[config.mk]
export PLATFORM = sky130hd
export DESIGN_NAME = cache_mem_arbiter
export DESIGN_NICKNAME = d
export VERILOG_FILES = /design/src/rtl/cache_mem_arbiter_pkg.sv /design/src/rtl/cache_mem_arbiter.sv
export SDC_FILE = /design/constraint.sdc
export NUM_CORES = 1
export LEC_CHECK = 0
export BUFFER_PORTS_ARGS = -buffer_cell sky130_fd_sc_hd__buf_2
export CORE_AREA = 4 4 292 294
export DETAILED_ROUTE_END_ITERATION = 12
export DIE_AREA = 0 0 296 298
export GPL_TIMING_DRIVEN = 0
export REMOVE_ABC_BUFFERS = 1
export SLEW_MARGIN = 15
export SYNTH_ARGS = -nofsm -noshare
export SYNTH_HDL_FRONTEND = slang
export SYNTH_SLANG_ARGS = --single-unit
[constraint.sdc]
create_clock -name clk -period 3.8 [get_ports clk]
set_input_delay 1.14 -clock clk [delete_from_list [all_inputs] [get_ports clk]]
set_output_delay 1.14 -clock clk [all_outputs]
set_load 0.005 [all_outputs]
[src/rtl/cache_mem_arbiter_pkg.sv]
// Shared cache types for the memory-port arbiter: grant state, captured
// request record, default widths and the starvation counter step.
package cache_mem_arbiter_pkg;

    // Defaults track the dcache address and line widths.
    localparam int unsigned CACHE_ADDR_W = 32;
    localparam int unsigned CACHE_LINE_W = 128;

    typedef enum logic [1:0] {
        ARB_IDLE  = 2'd0,
        ARB_GNT_I = 2'd1,
        ARB_GNT_D = 2'd2
    } type_arb_state_e;

    // Request held for the lifetime of one memory transaction.
    typedef struct packed {
        logic                    wr;
        logic [CACHE_ADDR_W-1:0] addr;
        logic [CACHE_LINE_W-1:0] wdata;
    } type_arb_req_s;

    // Counter value after a dcache grant: counts up while the icache is
    // left waiting, saturating at the limit, and restarts otherwise.
    function automatic logic [2:0] starve_step(input logic [2:0] cnt,
                                               input logic       icache_waiting,
                                               input logic [2:0] limit);
        logic [2:0] nxt;
        if (!icache_waiting) begin
            nxt = 3'd0;
        end else if (cnt >= limit) begin
            nxt = limit;
        end else begin
            nxt = cnt + 3'd1;
        end
        return nxt;
    endfunction

endpackage

[src/rtl/cache_mem_arbiter.sv]
// Arbiter for the single data-memory port shared by the instruction cache
// and the write-back data cache. The dcache has priority; a saturating
// counter forces an icache grant after STARVE_MAX dcache grants taken
// while the icache was waiting. All outputs come straight from registers.
// ADDR_W/LINE_W are expected to match the package defaults.
module cache_mem_arbiter
    import cache_mem_arbiter_pkg::*;
#(
    parameter int unsigned ADDR_W     = CACHE_ADDR_W,
    parameter int unsigned LINE_W     = CACHE_LINE_W,
    parameter int unsigned STARVE_MAX = 4
) (
    input  logic              clk,
    input  logic              rst_n,
    input  logic              icache2arb_req_i,
    input  logic [ADDR_W-1:0] icache2arb_addr_i,
    output logic              arb2icache_ack_o,
    output logic [LINE_W-1:0] arb2icache_data_o,
    input  logic              dcache2arb_req_i,
    input  logic              dcache2arb_wr_i,
    input  logic [ADDR_W-1:0] dcache2arb_addr_i,
    input  logic [LINE_W-1:0] dcache2arb_wdata_i,
    input  logic              dcache2arb_kill_i,
    output logic              arb2dcache_ack_o,
    output logic [LINE_W-1:0] arb2dcache_data_o,
    output logic              arb2mem_req_o,
    output logic              arb2mem_wr_o,
    output logic [ADDR_W-1:0] arb2mem_addr_o,
    output logic [LINE_W-1:0] arb2mem_wdata_o,
    output logic              arb2mem_kill_o,
    input  logic              mem2arb_ack_i,
    input  logic [LINE_W-1:0] mem2arb_data_i
);

    localparam logic [2:0] STARVE_LIMIT = 3'(STARVE_MAX);

    type_arb_state_e   state_r;
    type_arb_state_e   state_s;
    type_arb_req_s     cap_r;
    type_arb_req_s     cap_s;
    logic [2:0]        starve_cnt_r;
    logic [2:0]        starve_cnt_s;
    logic              mem_req_r;
    logic              mem_req_s;
    logic              mem_kill_r;
    logic              mem_kill_s;
    logic              iack_r;
    logic              iack_s;
    logic              dack_r;
    logic              dack_s;
    logic              idata_ld_s;
    logic              ddata_ld_s;
    logic [LINE_W-1:0] idata_r;
    logic [LINE_W-1:0] ddata_r;
    logic              i_want_s;
    logic              d_want_s;

    // A requester whose ack is showing this cycle still holds req; ignore it
    // so the finished transaction is not granted a second time.
    assign i_want_s = icache2arb_req_i & ~iack_r;
    assign d_want_s = dcache2arb_req_i & ~dack_r;

    // Next-state, capture and pulse decode for the grant FSM.
    always_comb begin
        state_s      = state_r;
        cap_s        = cap_r;
        starve_cnt_s = starve_cnt_r;
        mem_req_s    = 1'b0;
        mem_kill_s   = 1'b0;
        iack_s       = 1'b0;
        dack_s       = 1'b0;
        idata_ld_s   = 1'b0;
        ddata_ld_s   = 1'b0;
        case (state_r)
            ARB_IDLE: begin
                if (i_want_s && (!d_want_s || (starve_cnt_r == STARVE_LIMIT))) begin
                    state_s      = ARB_GNT_I;
                    cap_s.wr     = 1'b0;
                    cap_s.addr   = CACHE_ADDR_W'(icache2arb_addr_i);
                    cap_s.wdata  = '0;
                    starve_cnt_s = 3'd0;
                    mem_req_s    = 1'b1;
                end else if (d_want_s) begin
                    state_s      = ARB_GNT_D;
                    cap_s.wr     = dcache2arb_wr_i;
                    cap_s.addr   = CACHE_ADDR_W'(dcache2arb_addr_i);
                    cap_s.wdata  = CACHE_LINE_W'(dcache2arb_wdata_i);
                    starve_cnt_s = starve_step(starve_cnt_r, i_want_s, STARVE_LIMIT);
                    mem_req_s    = 1'b1;
                end else begin
                    state_s = ARB_IDLE;
                end
            end
            ARB_GNT_I: begin
                if (mem2arb_ack_i) begin
                    state_s    = ARB_IDLE;
                    iack_s     = 1'b1;
                    idata_ld_s = 1'b1;
                end else begin
                    mem_req_s = 1'b1;
                end
            end
            ARB_GNT_D: begin
                // Kill beats a simultaneous memory ack; the returned line is dropped.
                if (dcache2arb_kill_i) begin
                    state_s    = ARB_IDLE;
                    mem_kill_s = 1'b1;
                end else if (mem2arb_ack_i) begin
                    state_s    = ARB_IDLE;
                    dack_s     = 1'b1;
                    ddata_ld_s = 1'b1;
                end else begin
                    mem_req_s = 1'b1;
                end
            end
            default: begin
                state_s = ARB_IDLE;
            end
        endcase
    end

    // FSM state and the registered control pulses seen by memory and caches.
    always_ff @(posedge clk or negedge rst_n) begin
        if (!rst_n) begin
            state_r    <= ARB_IDLE;
            mem_req_r  <= 1'b0;
            mem_kill_r <= 1'b0;
            iack_r     <= 1'b0;
            dack_r     <= 1'b0;
        end else begin
            state_r    <= state_s;
            mem_req_r  <= mem_req_s;
            mem_kill_r <= mem_kill_s;
            iack_r     <= iack_s;
            dack_r     <= dack_s;
        end
    end

    // Captured request and starvation counter.
    always_ff @(posedge clk or negedge rst_n) begin
        if (!rst_n) begin
            cap_r        <= '0;
            starve_cnt_r <= 3'd0;
        end else begin
            cap_r        <= cap_s;
            starve_cnt_r <= starve_cnt_s;
        end
    end

    // Per-requester return data, loaded on the owner's memory ack.
    always_ff @(posedge clk or negedge rst_n) begin
        if (!rst_n) begin
            idata_r <= '0;
            ddata_r <= '0;
        end else begin
            if (idata_ld_s) begin
                idata_r <= mem2arb_data_i;
            end
            if (ddata_ld_s) begin
                ddata_r <= mem2arb_data_i;
            end
        end
    end

    assign arb2mem_req_o     = mem_req_r;
    assign arb2mem_kill_o    = mem_kill_r;
    assign arb2mem_wr_o      = cap_r.wr;
    assign arb2mem_addr_o    = ADDR_W'(cap_r.addr);
    assign arb2mem_wdata_o   = LINE_W'(cap_r.wdata);
    assign arb2icache_ack_o  = iack_r;
    assign arb2icache_data_o = idata_r;
    assign arb2dcache_ack_o  = dack_r;
    assign arb2dcache_data_o = ddata_r;

endmodule

==> out/qor.csv, run 1 <==
metric,value,unit
outcome,finished clean,
intPower,11.9,mW
path_clk_slew,60,ps
grt_max_degree,99,
fin_cells,3184,
synthFlopType,dfrtp_1,
fin_setup_tns,0,ps
timing.fmax,297,MHz
start_util,0.192,
drv_slew,0,
grt_pass1_vias,13300,
syn2layout_area_growth,43.3,%
layout-drive-gt1-share,0.413,
pwr-share-comb,0.298,
vias_per_cell,4.08,
seq_power_share,0.427,
clk_path_buf_depth,3,
rsz0062_at_grt,false,
yosysMostFrequentCell,dfrtp_1,
period_minus_slack,3360,ps
switching_share,0.321,
synth_cell_type_count,32,
r2r-end,arb2dcache_data_o[14]$_DFFE_PN0P_,
cp-start-kind,input pin,
endpoint,arb2dcache_data_o[14]$_DFFE_PN0P_,
synth-edff-count,0,
netlist_area,15900,sq um
synth_cells,1317,
reg2reg_slack,680,ps
final-hold-violation-count,0,
cts_tree,done,
die_y,298,um
reg2reg_depth,11,
clock_latency,580,ps
cap_violations,0,
dpl.cell_count,3089,
place_area,21200,sq um
grt_pass1_wl,87700,um
p_per_area,765,nW/um^2
gp_congestion,0.829,
drcViolationCount,0,
dp_worst_setup_slack,-197,ps
die_area,88200,sq um
ios,748,
fp.coreArea,82900,sq um
syn_avg_cell_area,12.1,sq um
power_frac_clock,0.275,
crit_start,mem2arb_ack_i,
yosysWarnings,0,
crit_type,in2reg,
wl_per_cell,19.2,um
cts_num_sinks,426,
cts.repair_timing.setup_buffer_count,0,
antenna_found_initial,47,
synth_top_cell_area_share,0.669,
detail-route-antenna-nets,0,
drtPass1Iterations,5,
routed_wl,61200,um
async_flop_share,1.00,
num_rows,106,
setup_slack,438,ps
p_leak,12.0,nW
synth-seq-area-share,0.669,
synthTopCellsByCount,"dfrtp_1, nand2_1, a22o_1, mux2_1, a21oi_1",
overflow,0,
worst-path-max-fanout,12,
rr_startpoint,state_r[1]$_DFF_PN0_,
p_switching,5.62,mW
num_vias,13000,
cts_buffers,51,
die_w,296,um
initialDrtViolationCount,603,
finClkSkew,20.9,ps
hold_buffers,0,
finalPower,17.5,mW
ys_ff_latch,426,
hp-class,reg2reg,
cts_resized,0,
setup_viol,0,
fin_area,22900,sq um
relSlewSlack,0.389,
grt_usage,0.132,
worst_ep_required_time,4250,ps
crit_arrival,3810,ps
cts_root_buf,clkbuf_16,
synth_area_leaders,"dfrtp_1, nand2_1, mux2_1, a22o_1, a21oi_1",
synth_largest_area_cell,dfrtp_1,
post-route-period-util,0.885,
hpwl,47500,um
fin_nets,2391,
ir_worst_vdd,0.452,mV
port_buffers,747,
end_kind,flip-flop,
worstMarginPinSlew,913,ps
htree_levels,2,
==> registers in the layout (all words and copies together) (netlist names) <==
| register | flops |
|---|---|
| arb2icache_data_o | 128 |
| arb2mem_req_o | 1 |
| arb2mem_kill_o | 1 |
| arb2dcache_data_o | 128 |
| arb2icache_ack_o | 1 |
| state_r | 2 |
| arb2dcache_ack_o | 1 |
| arb2mem_addr_o | 32 |
| arb2mem_wr_o | 1 |
| arb2mem_wdata_o | 128 |
| starve_cnt_r | 3 |
==> how the worst min path moves through the flow <==
stage	start	end	slack [ps]	cells after the start
after floorplan	starve_cnt_r[2]$_DFFE_PN0P_	starve_cnt_r[2]$_DFFE_PN0P_	460	1
after global placement	arb2icache_data_o[11]$_DFFE_PN0P_	arb2icache_data_o[11]$_DFFE_PN0P_	450	2
after detailed placement	arb2icache_data_o[26]$_DFFE_PN0P_	arb2icache_data_o[26]$_DFFE_PN0P_	460	2
after CTS	arb2icache_data_o[115]$_DFFE_PN0P_	arb2icache_data_o[115]$_DFFE_PN0P_	470	2
after global routing	arb2dcache_data_o[108]$_DFFE_PN0P_	arb2dcache_data_o[108]$_DFFE_PN0P_	490	1
final	arb2icache_data_o[57]$_DFFE_PN0P_	arb2icache_data_o[57]$_DFFE_PN0P_	470	2
==> cell usage in the layout, fill, tap and decap left out, types with 7 or more instances in the layout <==
master / instances
mux2_1: 128
nand2_1: 418
clkinv_2: 11
nor2_1: 36
clkbuf_16: 51
dfrtp_1: 426
diode_2: 7
buf_2: 746
buf_16: 13
clkbuf_1: 10
buf_6: 10
a22o_1: 129
a21oi_1: 65
==> through the flow <==
step / hold WS (ps) / util
2_1_floorplan: 462 / -
3_3_place_gp: 454 / 0.248
3_5_place_dp: 457 / 0.256
4_1_cts: 471 / 0.275
5_1_grt: 486 / 0.276
6_report: 467 / 0.276
==> final cells by class <==
cell class,instances,area (sq um)
fill,8759,60000
sequential,426,10700
multi-input combinational,801,4840
timing repair buffer,777,4340
clock buffer,67,1400
tap,1080,1350
clock inverter,21,224
inverter,5,23.8
antenna,7,17.5
==> cells by family (layout without fill, tap and decap cells) <==
kind of cell | Yosys count | in the layout | synth area share
compound gates | 204 | 204 | 0.0963
fa+ha+maj | 2 | 2 | 0.00157
buf+inv | 90 | 870 | 0.0307
flops | 426 | 426 | 0.669
mux | 129 | 129 | 0.0910
other cells | 0 | 7 | 0
simple gates | 466 | 466 | 0.112
==> worst max-delay path, stage by stage <==
cell and delay, ps:
buf_2 130, inv_2 60, nor4_4 610, buf_6 260
buf_6 190, buf_6 190, buf_8 170, buf_8 160
buf_6 180, buf_6 190, buf_8 170, mux2_1 330
==> power groups by stage <==
stage                     registers, mW  clock network (mW)  logic [mW]
after global routing               7.71                5.16        5.81
after detailed placement           7.50                   0        5.34
after CTS                          7.47                4.98        5.34
final                              7.47                4.80        5.21
after global placement             7.43                   0        5.29
after floorplan                    7.61                   0        1.92
==> per-layer routing <==
metal / GRT usage / part of all wire / up-vias / wire length [um]
li1: - / - / 5962 / -
met1: 0.144 / 0.37 / 6257 / 22800
met2: 0.231 / 0.49 / 603 / 30000
met3: 0.0588 / 0.11 / 152 / 6790
met4: 0.0354 / 0.026 / 12 / 1580
met5: 0 / 0.0014 / - / 86
No activity file was read; power rests on OpenSTA's default activity.
==> run 2, diff against run 1 <==
--- a/config.mk
+++ b/config.mk
@@ -6,10 +6,13 @@
 export NUM_CORES = 1
 export LEC_CHECK = 0
 export BUFFER_PORTS_ARGS = -buffer_cell sky130_fd_sc_hd__buf_2
-export CORE_AREA = 4 4 292 294
+export CELL_PAD_IN_SITES_DETAIL_PLACEMENT = 1
+export CELL_PAD_IN_SITES_GLOBAL_PLACEMENT = 1
+export CORE_AREA = 4 4 289 291
 export DETAILED_ROUTE_END_ITERATION = 12
-export DIE_AREA = 0 0 296 298
+export DIE_AREA = 0 0 293 295
 export GPL_TIMING_DRIVEN = 0
+export PLACE_DENSITY_LB_ADDON = 0.1
 export REMOVE_ABC_BUFFERS = 1
 export SLEW_MARGIN = 15
 export SYNTH_ARGS = -nofsm -noshare
==> out/qor.csv, run 2 (synthesis results as in run 1) <==
metric,value,unit,change
reg2reg_slack,780,ps,+100 ps
fin_nets,2397,,+0.25%
finClkSkew,11.8,ps,-9.09 ps
worstMarginPinSlew,999,ps,+85.8 ps
hpwl,51800,um,+9.2%
drv_slew,0,,unchanged
grt_pass1_wl,99300,um,+13%
finalPower,18.3,mW,+4.7%
layout-drive-gt1-share,0.414,,+0.00144
outcome,finished clean,,
crit_type,reg2reg,,
place_area,21300,sq um,+0.17%
cts.repair_timing.setup_buffer_count,0,,unchanged
end_kind,flip-flop,,
cts_resized,0,,unchanged
hp-start,arb2icache_data_o[57]$_DFFE_PN0P_,,
setup_viol,0,,unchanged
timing.fmax,332,MHz,+11%
cts_root_buf,clkbuf_16,,
grt_usage,0.152,,+0.0204
hp-class,reg2reg,,
wl_per_cell,21.5,um,+12%
p_leak,12.1,nW,+1.0%
path_clk_slew,60,ps,about the same
detail-route-antenna-nets,0,,unchanged
die_y,295,um,-1.0%
grt_pass1_vias,14500,,+9.6%
routed_wl,68400,um,+12%
gp_congestion,0.745,,-10%
num_rows,104,,-1.9%
cts_tree,done,,
clock_latency,590,ps,about the same
vias_per_cell,4.11,,+0.88%
grt_max_degree,91,,-8.1%
hold_depth,2,,unchanged
start_util,0.198,,+0.00560
htree_levels,2,,unchanged
reg2reg_depth,8,,-3
min_to,arb2icache_data_o[57]$_DFFE_PN0P_,,
die_area,86400,sq um,-2.0%
post-route-period-util,0.794,,-0.0912
ir_worst_vdd,0.357,mV,-21%
fin_hold_ws,468,ps,+1.03 ps
regArea,10700,sq um,unchanged
clk_path_buf_depth,3,,unchanged
drcViolationCount,0,,unchanged
die_w,293,um,-1.0%
period_minus_slack,3020,ps,-346 ps
dpl.cell_count,3072,,-0.55%
antenna_found_initial,32,,-32%
cts_num_sinks,426,,unchanged
n_fill_cell,9154,,+4.5%
drtPass1Iterations,4,,-1
syn2layout_area_growth,44.9,%,
crit_arrival,3530,ps,-280 ps
final-hold-violation-count,0,,unchanged
cts_buffers,54,,+5.9%
overflow,0,,unchanged
fin_cells,3186,,+0.063%
final_cell_mix,"buf_2, dfrtp_1, nand2_1",,
fin_area,23100,sq um,+1.1%
fp.coreArea,80500,sq um,-2.8%
num_vias,13100,,+0.95%
mostFrequentLayoutCell,buf_2,,
worst-path-max-fanout,66,,+54
initialDrtViolationCount,459,,-24%
relSlewSlack,0.332,,-0.0574
rr_startpoint,starve_cnt_r[0]$_DFFE_PN0P_,,
p_per_area,792,nW/um^2,+3.5%
port_buffers,747,,unchanged
r2r-end,arb2mem_wdata_o[54]$_DFFE_PN0P_,,
worst_ep_required_time,4310,ps,+60 ps
ios,748,,unchanged
multi_input_area,4840,sq um,about the same
hold_buffers,0,,unchanged
rsz0062_at_grt,false,,
cp-start-kind,flip-flop,,
cap_violations,0,,unchanged
[run 2: changes by cell type in the layout (fill, tap and decap cells not counted), sizes merged]
cell | previous run | this run
buf | 777 | 780
bufinv | 4 | 5
clkbuf | 67 | 82
clkinv | 12 | 8
clkinvlp | 3 | 1
diode | 7 | 17
inv | 7 | 6
[run 2: worst max path at each step]
stage / startpoint / to
final: starve_cnt_r[0]$_DFFE_PN0P_ / arb2mem_wdata_o[54]$_DFFE_PN0P_
after detailed placement: dcache2arb_req_i / arb2mem_wdata_o[54]$_DFFE_PN0P_
after CTS: starve_cnt_r[0]$_DFFE_PN0P_ / arb2mem_wdata_o[54]$_DFFE_PN0P_
after global routing: starve_cnt_r[0]$_DFFE_PN0P_ / arb2mem_wdata_o[54]$_DFFE_PN0P_
after global placement: mem2arb_ack_i / arb2dcache_ack_o$_DFF_PN0_
after floorplan: mem2arb_ack_i / arb2dcache_ack_o$_DFF_PN0_
[run 2: area by class of cell]
type / count / share of cell area
flip-flops and latches: 426 / 0.462
clock inverters: 15 / 0.00894
multi-input cells: 801 / 0.210
inverters: 5 / 0.00114
clock buffers: 82 / 0.0692
diodes: 17 / 0.00184
well taps: 1060 / 0.0574
repair buffers: 780 / 0.190
[run 2: metrics by stage]
stage / util / setup TNS, ps / setup slack [ps]
after floorplan: - / -1595330 / -5420
after global placement: 0.255 / -7668650 / -12160
after detailed placement: 0.264 / 0 / 133
after global routing: 0.286 / 0 / 598
final: 0.287 / 0 / 784
after CTS: 0.286 / 0 / 713
[run 2: report_power, final]
group | switching [mW] | internal [mW] | leakage (nW)
Combinational | 3.04 | 2.60 | 5.95
Clock | 2.04 | 3.21 | 0.888
Sequential | 0.954 | 6.45 | 5.28
Total | 6.03 | 12.3 | 12.1
[run 2: worst max-delay path, stage by stage, from the launching register on]
cell	delay [ps]
dfrtp_1	350
inv_1	70
ha_1	210
and2_1	200
o21ai_4	770
and3_4	430
buf_16	260
buf_16	300
a22o_1	220
[run 2: metal layers]
metal,routed length [um],vias up,GRT usage,share of wire
met4,1700,18,0.0435,0.025
met1,24700,6490,0.165,0.36
met2,33500,526,0.261,0.49
met5,122,-,0,0.0018
li1,-,5960,-,-
met3,8390,115,0.0778,0.12
==> run 3, diff against run 2 <==
--- a/config.mk
+++ b/config.mk
@@ -5,12 +5,13 @@
 export SDC_FILE = /design/constraint.sdc
 export NUM_CORES = 1
 export LEC_CHECK = 0
+export ABC_AREA = 1
 export BUFFER_PORTS_ARGS = -buffer_cell sky130_fd_sc_hd__buf_2
 export CELL_PAD_IN_SITES_DETAIL_PLACEMENT = 1
 export CELL_PAD_IN_SITES_GLOBAL_PLACEMENT = 1
-export CORE_AREA = 4 4 289 291
+export CORE_AREA = 4 4 290 292
 export DETAILED_ROUTE_END_ITERATION = 12
-export DIE_AREA = 0 0 293 295
+export DIE_AREA = 0 0 294 296
 export GPL_TIMING_DRIVEN = 0
 export PLACE_DENSITY_LB_ADDON = 0.1
 export REMOVE_ABC_BUFFERS = 1
==> constraint.sdc (replaced) <==
create_clock -name clk -period 2.5 [get_ports clk]
set_input_delay 0.75 -clock clk [delete_from_list [all_inputs] [get_ports clk]]
set_output_delay 0.75 -clock clk [all_outputs]
set_load 0.005 [all_outputs]
==> out/qor.csv, run 3 <==
metric,value,unit,change
outcome,finished clean,,
die_y,296,um,+0.34%
yosysWarnings,0,,unchanged
cp-start-kind,flip-flop,,
worstMarginPinSlew,796,ps,-203 ps
period_minus_slack,2290,ps,-728 ps
drv_slew,0,,unchanged
relSlewSlack,0.468,,+0.136
rsz0062_at_grt,false,,
worst-path-max-fanout,60,,-9.1%
num_rows,105,,+0.96%
critPathTopFamily,simple AND/OR/NAND/NOR gates,,
port_buffers,747,,unchanged
hold_buffers,0,,unchanged
cp_slowest_stage_delay,350,ps,-420 ps
syn2layout_area_growth,42.4,%,
dpl.cell_count,3558,,+16%
synth-seq-area-share,0.641,,-0.0279
detail-route-antenna-nets,0,,unchanged
setup_viol,0,,unchanged
layout-drive-gt1-share,0.335,,-0.0793
vias_per_cell,4.10,,-0.44%
final-hold-violation-count,0,,unchanged
overflow,0,,unchanged
end_kind,flip-flop,,
mostFrequentLayoutCell,buf_2,,
synthTopCellsByCount,"nand2_1, dfrtp_1, o21ai_0, inv_1, nand3_1",,
async_flop_share,1.00,,unchanged
num_vias,15000,,+15%
synth_cell_type_count,18,,-44%
gp_congestion,0.751,,+0.83%
worst-path-buf-inv,3,,unchanged
n_fill_cell,9685,,+5.8%
antenna_found_initial,29,,-9.4%
synth_cells,1833,,+39%
grt_pass1_wl,104000,um,+4.4%
grt_pass1_vias,16000,,+10%
ys_ff_latch,426,,unchanged
crit_type,reg2reg,,
fin_cells,3673,,+15%
synthFlopType,dfrtp_1,,
fin_nets,2877,,+20%
cp_cell_sequence,"inv_1, ha_1, nand2_1, nand3_4, buf_16, nand2_8, buf_16, nand2_1, nand3_1, nand2_1",,
hp-class,in2async,,
routed_wl,70800,um,+3.5%
htree_levels,2,,unchanged
grt_usage,0.155,,+0.00324
start_util,0.204,,+0.00599
synth_top_cell_area_share,0.641,,-0.0279
drtPass1Iterations,4,,unchanged
cap_violations,0,,unchanged
post-route-util,0.290,,+0.00370
post-route-period-util,0.915,,+0.121
ir_worst_vdd,0.585,mV,+64%
die_area,87000,sq um,+0.68%
clk_path_buf_depth,3,,unchanged
synth_area_leaders,"dfrtp_1, nand2_1, o21ai_0, nand3_1, inv_1",,
p_leak,13.4,nW,+11%
netlist_area,16600,sq um,+4.4%
clock_latency,600,ps,about the same
fp.coreArea,81600,sq um,+1.3%
ios,748,,unchanged
path_clk_slew,60,ps,about the same
grt_max_degree,126,,+38%
fin_hold_ws,63.5,ps,-404 ps
cts_tree,done,,
worst_ep_required_time,2980,ps,-1330 ps
p_per_area,1220,nW/um^2,+54%
fin_setup_tns,0,ps,unchanged
final_cell_mix,"buf_2, nand2_1, dfrtp_1",,
dp_worst_setup_slack,-592,ps,-725 ps
yosysMostFrequentCell,nand2_1,,
finClkSkew,14.5,ps,+2.70 ps
hpwl,53000,um,+2.3%
crit_arrival,2760,ps,-770 ps
drcViolationCount,0,,unchanged
setup_slack,212,ps,-572 ps
worst_path_most_repeated_cell,nand2_1,,
cts_num_sinks,426,,unchanged
timing.fmax,437,MHz,+32%
slowest_stage,dfrtp_1,,
cts_root_buf,clkbuf_16,,
syn_avg_cell_area,9.08,sq um,-25%
die_w,294,um,+0.34%
wl_per_cell,19.3,um,-10%
cts_buffers,54,,unchanged
initialDrtViolationCount,468,,+2.0%
synth-edff-count,0,,unchanged
synth_largest_area_cell,dfrtp_1,,
## run 3: changes by cell type in the layout (fill, tap and decap cells not counted), moves of 128 or more
cell	previous run	this run
o21ai_0	3	259
inv_1	2	201
nand2_1	418	617
nand3_1	1	197
a22o_1	129	0
mux2_1	128	0
## run 3: timing repair
item                                    CTS  global route
resized for setup                         2             2
endpoints found under the setup margin  118            36
setup buffers                             0             4
pin swaps                                 0             2
## run 3: final timing paths
kind	from	endpoint	slack (ps)	cells past startpoint
max	starve_cnt_r[0]$_DFFE_PN0P_	arb2mem_addr_o[0]$_DFFE_PN0P_	210	10
min	rst_n	arb2mem_wdata_o[7]$_DFFE_PN0P_	60	1
max reg2reg	starve_cnt_r[0]$_DFFE_PN0P_	arb2mem_addr_o[0]$_DFFE_PN0P_	210	10
min reg2reg	arb2mem_wdata_o[53]$_DFFE_PN0P_	arb2mem_wdata_o[53]$_DFFE_PN0P_	460	2
max in group asynchronous	rst_n	arb2dcache_data_o[6]$_DFFE_PN0P_	990	4
min in group clk	dcache2arb_wdata_i[58]	arb2mem_wdata_o[58]$_DFFE_PN0P_	390	3
## run 3: cells by family after synthesis
group	count (synthesis)	synth area share
simple gates	826	0.202
flops	426	0.641
buf+inv	319	0.0766
compound gates	260	0.0789
fa+ha+maj	2	0.00150
## run 3: power breakdown
part	internal [mW]	total (mW)	leakage (nW)	switching, mW
Clock	4.65	7.75	0.861	3.10
Combinational	3.95	9.51	7.19	5.56
Sequential	10.0	11.6	5.38	1.62
Total	18.6	28.9	13.4	10.3
## run 3: metrics by stage
step | total power, mW | area (sq um)
global placement | 21.3 | 21200
CTS | 29.6 | 23600
floorplan | 15.3 | 16100
global route | 31.2 | 23700
detailed placement | 21.6 | 21800
finish | 28.9 | 23700
## run 3: cell type report
type                       count  area (sq um)  share of cell area
clock inverter                 8          77.6             0.00327
clock buffer                  84          1680              0.0707
inverter                     205           779              0.0329
tap                         1070          1340              0.0565
multi-input combinational   1088          4760               0.201
timing repair buffer         773          4360               0.184
sequential                   426         10700               0.450
antenna                       19          47.5             0.00201
## run 3: per-layer routing
layer,vias up,GRT usage,routed length [um]
met1,7218,0.167,25900
met5,-,0,195
met4,32,0.0469,1780
li1,7180,-,-
met2,486,0.273,35300
met3,130,0.0720,7660
